--- config.mk ---
export PLATFORM = sky130hd
export DESIGN_NAME = fifo_main_pop_ctrl
export DESIGN_NICKNAME = d
export VERILOG_FILES = /design/src/rtl/fifo_main_pop_ctrl.sv
export SDC_FILE = /design/constraint.sdc
export NUM_CORES = 1
export LEC_CHECK = 0
export ABC_AREA = 1
export BUFFER_PORTS_ARGS = -buffer_cell sky130_fd_sc_hd__buf_4
export CELL_PAD_IN_SITES_DETAIL_PLACEMENT = 2
export CELL_PAD_IN_SITES_GLOBAL_PLACEMENT = 2
export CORE_ASPECT_RATIO = 0.8
export CORE_MARGIN = 3
export CORE_UTILIZATION = 27
export CTS_BUF_LIST = sky130_fd_sc_hd__clkbuf_4 sky130_fd_sc_hd__clkbuf_8 sky130_fd_sc_hd__clkbuf_16
export DETAILED_ROUTE_END_ITERATION = 12
export PLACE_DENSITY = 0.78
export SYNTH_ARGS = -nofsm -noshare
export SYNTH_HDL_FRONTEND = slang
export SYNTH_SLANG_ARGS = --single-unit
--- constraint.sdc ---
create_clock -name clk -period 1.8 [get_ports clk]
set_clock_uncertainty 0.05 [all_clocks]
set_input_delay 0.27 -clock clk [delete_from_list [all_inputs] [get_ports clk]]
set_output_delay 0.27 -clock clk [all_outputs]
set_load 0.005 [all_outputs]
--- src/rtl/fifo_main_pop_ctrl.sv ---
// ---------------------------------------------------------------------------
// fifo_main_pop_ctrl
//
// Pops words from a first-word-fall-through main FIFO and forwards each one,
// one cycle later, to a per-VC demux. The target VC of the head word is taken
// from a VC-id field inside the word. A pop is held off while that VC is
// almost full (head-of-line blocking: nothing behind the head may overtake),
// while software asserts pause, or while the FIFO is empty.
//
// Handshake: Main_rd is a same-cycle pop strobe. The FIFO presents its head
// on Main_data_out whenever Main_empty is low, and the word counts as
// consumed on every rising edge where Main_rd is high. demux_vcid_valid_in
// is a one-cycle qualifier with no ready; the demux must accept the word on
// the cycle it is valid. Its backpressure reaches this block only through
// VC_almost_full.
//
// Optional build macro:
//   LEGACY_ANY_AF_EN - when defined, any asserted VC_almost_full bit blocks
//                      the pop, regardless of which VC the head word targets.
//
// Ports:
//   clk                 in   clock, all state changes on its rising edge
//   reset               in   asynchronous, active-high reset
//   Main_empty          in   main FIFO empty
//   Main_data_out       in   [DATA_W]  head word of the main FIFO
//   VC_almost_full      in   [NUM_VC]  per-VC almost-full flags
//   pause               in   software hold, no pops while high
//   Main_rd             out  combinational pop strobe to the main FIFO
//   demux_vcid_in       out  [DATA_W]  registered word to the demux
//   demux_vcid_valid_in out  registered valid for demux_vcid_in
//   demux_vc_sel        out  [NUM_VC]  registered one-hot target VC
//   state               out  [2]  FSM state (IDLE=0 RUN=1 STALL=2 HOLD=3)
//   stall_cnt           out  [STALL_CNT_W]  saturating count of STALL cycles
// ---------------------------------------------------------------------------
module fifo_main_pop_ctrl #(
    parameter int DATA_W      = 6,
    parameter int NUM_VC      = 2,
    parameter int VCID_LSB    = 4,
    parameter int STALL_CNT_W = 8
) (
    input  logic                   clk,
    input  logic                   reset,
    input  logic                   Main_empty,
    input  logic [DATA_W-1:0]      Main_data_out,
    input  logic [NUM_VC-1:0]      VC_almost_full,
    input  logic                   pause,
    output logic                   Main_rd,
    output logic [DATA_W-1:0]      demux_vcid_in,
    output logic                   demux_vcid_valid_in,
    output logic [NUM_VC-1:0]      demux_vc_sel,
    output logic [1:0]             state,
    output logic [STALL_CNT_W-1:0] stall_cnt
);

    localparam int VCID_W = $clog2(NUM_VC);

    typedef enum logic [1:0] {
        ST_IDLE  = 2'd0,
        ST_RUN   = 2'd1,
        ST_STALL = 2'd2,
        ST_HOLD  = 2'd3
    } state_t;

    state_t                  cur_state;
    state_t                  nxt_state;
    logic                    pop_ok;
    logic                    blocked;
    logic [VCID_W-1:0]       tgt;
    logic [NUM_VC-1:0]       tgt_onehot;
    logic [STALL_CNT_W-1:0]  stall_cnt_nxt;

    assign tgt        = Main_data_out[VCID_LSB +: VCID_W];
    assign tgt_onehot = NUM_VC'(1) << tgt;

`ifdef LEGACY_ANY_AF_EN
    // Older behaviour: a single congested VC halts the whole stream.
    assign blocked = |VC_almost_full;
`else
    // Only the VC the head word is heading for can block it.
    assign blocked = VC_almost_full[tgt];
`endif

    // Next state and pop decision. The priority order makes an empty FIFO
    // report IDLE even when the stale head would also be blocked.
    always_comb begin
        nxt_state = ST_RUN;
        pop_ok    = 1'b0;
        if (pause) begin
            nxt_state = ST_HOLD;
        end else if (Main_empty) begin
            nxt_state = ST_IDLE;
        end else if (blocked) begin
            nxt_state = ST_STALL;
        end else begin
            nxt_state = ST_RUN;
            pop_ok    = 1'b1;
        end
    end

    // Reset gates the strobe directly so the FIFO never sees a pop while
    // reset is high, including the edge on which it is released.
    assign Main_rd = pop_ok && !reset;

    always_comb begin
        stall_cnt_nxt = stall_cnt;
        if (nxt_state == ST_STALL) begin
            if (stall_cnt != {STALL_CNT_W{1'b1}}) begin
                stall_cnt_nxt = stall_cnt + STALL_CNT_W'(1);
            end
        end else if (nxt_state == ST_RUN) begin
            stall_cnt_nxt = '0;
        end
    end

    always_ff @(posedge clk or posedge reset) begin
        if (reset) begin
            cur_state <= ST_IDLE;
            stall_cnt <= '0;
        end else begin
            cur_state <= nxt_state;
            stall_cnt <= stall_cnt_nxt;
        end
    end

    // Output register: the popped word appears one cycle after its pop and
    // everything reads zero on cycles without a pop.
    always_ff @(posedge clk or posedge reset) begin
        if (reset) begin
            demux_vcid_in       <= '0;
            demux_vcid_valid_in <= 1'b0;
            demux_vc_sel        <= '0;
        end else if (Main_rd) begin
            demux_vcid_in       <= Main_data_out;
            demux_vcid_valid_in <= 1'b1;
            demux_vc_sel        <= tgt_onehot;
        end else begin
            demux_vcid_in       <= '0;
            demux_vcid_valid_in <= 1'b0;
            demux_vc_sel        <= '0;
        end
    end

    assign state = cur_state;

endmodule

==> impl_results.md <==
* Status: finished clean
* Final hold slack at 0.0405 ns
* Commonest non-fill, non-tap cell in the layout: buf_4
* Half-perimeter wire length after placement at 2260 um
* NetSw at 289 uW
* Endpoints failing hold at 0
* Yosys warns at 0
* Most frequent cells in the layout: buf_4 (33), nand2_1 (25), dfrtp_1 (18)
* RSZ-0062 raised after global routing: no
* Initial antenna violation count at 0
* Clock transition at path regs at 0.08 ns
* Worst skew pair latency at 0.26 ns
* Final Critical Period at 1.45 ns
* Pre-Repair DR Iteration Count at 4
* Critical path required time at 1.90 ns
* Vias in the first global route at 901
* Vias per inst at 4.58
* Largest family of logic cells by synthesized area: simple AND/OR/NAND/NOR gates
* Worst setup SP type: flip-flop
* Share of cells above drive strength 1 at 0.381
* Hold_buf cts at 0
* Peak VDD IR at 0.000390 V
* Netlist Area Pre-Place at 946 um2
* ANT cells at 0
* Avg Cell Area, Syn at 8.52 um2
* Sequential area share after synthesis at 0.476
* Max Fclk at 688 MHz
* Worst path cell trace: ha_1, nand2_2, nor2_4, nand2_2, nand3_4, nand2_4, nand2_1, nand2_1
* ANT nets after route at 0
* CP Max Fanout at 9
* Core Region at 3220 um2
* Sequential Power Share at 0.467
* # resized after CTS at 0
* Clock network fraction of design power at 0.336
* Setup crit end kind: flip-flop
* CTS tree: done
* Initial core utilization at 0.294
* Die W at 72.2 um
* Max Cap Viol at 0
* Total number of vias at 857
* Total GRT Usage at 0.146
* Int Pwr at 725 uW
* Max incr delay on CP at 0.43 ns
* PwrDens at 786 nW/um2
* CP max stage cell: dfrtp_1
* Worst slew margin at 0.789
* Post-synth cell types at 20
* Yosys reg bits at 18
* Fin nets at 161
* Cell count after synthesis at 111
* CTS H-tree lvls at 1
* First-pass GRT wire length at 4700 um
* Row count at 18
* Portion of netlist area occupied by mux cells at 0
* Hold crit path type: in -> async
* Post-Synth Adder-Cell Area at 0.0132
* Remaining Overflow, GRT at 0
* Max Slew Vio Count at 0
* TritonCTS Sinks at 18
* Die H at 58.9 um
* Post-synthesis simple-gate area fraction at 0.410
* Port Buf Inserts at 31
* Synthesis-to-layout area growth at 36.5%
* Total leakage power at 0.703 nW
* Combinational share of power at 0.197
* DRC viols at 0
* Compound-Gate Fraction of Synth Area at 0.0159
* Switching Share at 0.285
* CTS Buf Count at 3
* Final Cycle Share at 0.808
* Largest net degree at the start of global routing at 19
* First DRT Iteration DRCs at 32
* Least-Margin Pin Slew at 0.315 ns
* Setup violators final at 0
* Worst EP arrival at 1.55 ns
* Root Buffer: clkbuf_8
* Crit Path Category: reg -> reg
* Die ar. at 4250 um2
* I/O pin count at 32
* Max Root-Sink Buffers at 2
* Wire length per cell at 15.0 um
* Routed WL at 2800 um
* Post-CTS Setup Repair Bufs at 0
* Mapped Nets at 124
* XOR/XNOR Fraction of Synth Area at 0.00926
* GPL Wtd Cong at 0.815
* TNS Setup at 0 ns
==> registers in the layout, summed over array words and instances (netlist names) <==
name	count
stall_cnt	8
demux_vcid_in	6
state	2
demux_vc_sel	1
demux_vcid_valid_in	1
==> layout make-up <==
class	count	area [um2]
Sequential cell	18	450
Tap cell	40	50.0
Timing Repair Buffer	33	248
Inverter	17	63.8
Fill cell	371	1930
Multi-Input combinational cell	75	424
Clock buffer	4	55.1
==> power by group through the flow <==
stage / sequential, mW / clock [mW] / combinational, mW
2_1_floorplan: 0.474 / 0 / 0.0967
4_1_cts: 0.474 / 0.350 / 0.206
3_3_place_gp: 0.476 / 0 / 0.197
3_5_place_dp: 0.481 / 0 / 0.204
6_report: 0.474 / 0.341 / 0.200
5_1_grt: 0.481 / 0.365 / 0.226
==> synth_stat cells (all sizes together) <==
cell	n	share of area
xor2	1	0.0093
nand2	32	0.16
nand4	3	0.026
ha	1	0.013
o21bai	1	0.0079
dfrtp	18	0.48
or2	2	0.013
inv	17	0.067
nand3	17	0.12
o211ai	1	0.0079
nor2	17	0.098
buf	1	0.0079
==> worst paths after layout <==
check / startpoint / endpoint / slack, ns / cells after the start
setup / recovery: stall_cnt[1]$_DFFE_PP0P_ / stall_cnt[5]$_DFFE_PP0P_ / 0.35 / 8
hold / removal: reset / demux_vcid_in[3]$_DFF_PP0_ / 0.04 / 3
setup reg to reg: stall_cnt[1]$_DFFE_PP0P_ / stall_cnt[5]$_DFFE_PP0P_ / 0.35 / 8
hold reg to reg: stall_cnt[0]$_DFFE_PP0P_ / stall_cnt[0]$_DFFE_PP0P_ / 0.57 / 2
max in group asynchronous: reset / demux_vcid_valid_in$_DFF_PP0_ / 1.45 / 3
min in group clk: Main_data_out[4] / demux_vc_sel[0]$_DFF_PP0_ / 0.13 / 2
==> logic make-up (layout without fill, tap and decap cells) <==
group / Yosys count / in the layout
buffers and inverters: 18 / 54
and+or+nand+nor: 71 / 71
DFF: 18 / 18
adders and majority gates: 1 / 1
AOI/OAI and AO/OA: 2 / 2
xor gates and xnor gates: 1 / 1
==> per-stage QoR <==
stage	power, mW	util	std cells	instance area [um2]	setup slack [ns]
finish	1.01	0.401	187	1290	0.345
global route	1.07	0.401	187	1290	0.202
CTS	1.03	0.401	187	1290	0.340
detailed placement	0.684	0.384	183	1240	0.351
global placement	0.673	0.384	183	1240	0.423
floorplan	0.570	-	111	946	0.423
==> critical path: cells and delay by family (launching register included) <==
family	cells	cell delay [ns]
adders and majority gates	1	0.21
and+or+nand+nor	7	0.64
DFF	1	0.43
==> metal layers <==
metal	wire [um]	track usage
met1	1260	0.180
met2	1380	0.244
met3	128	0.0444
met4	29	0.0456
met5	0	0
Note: power is estimated with default switching activity, not from simulation.
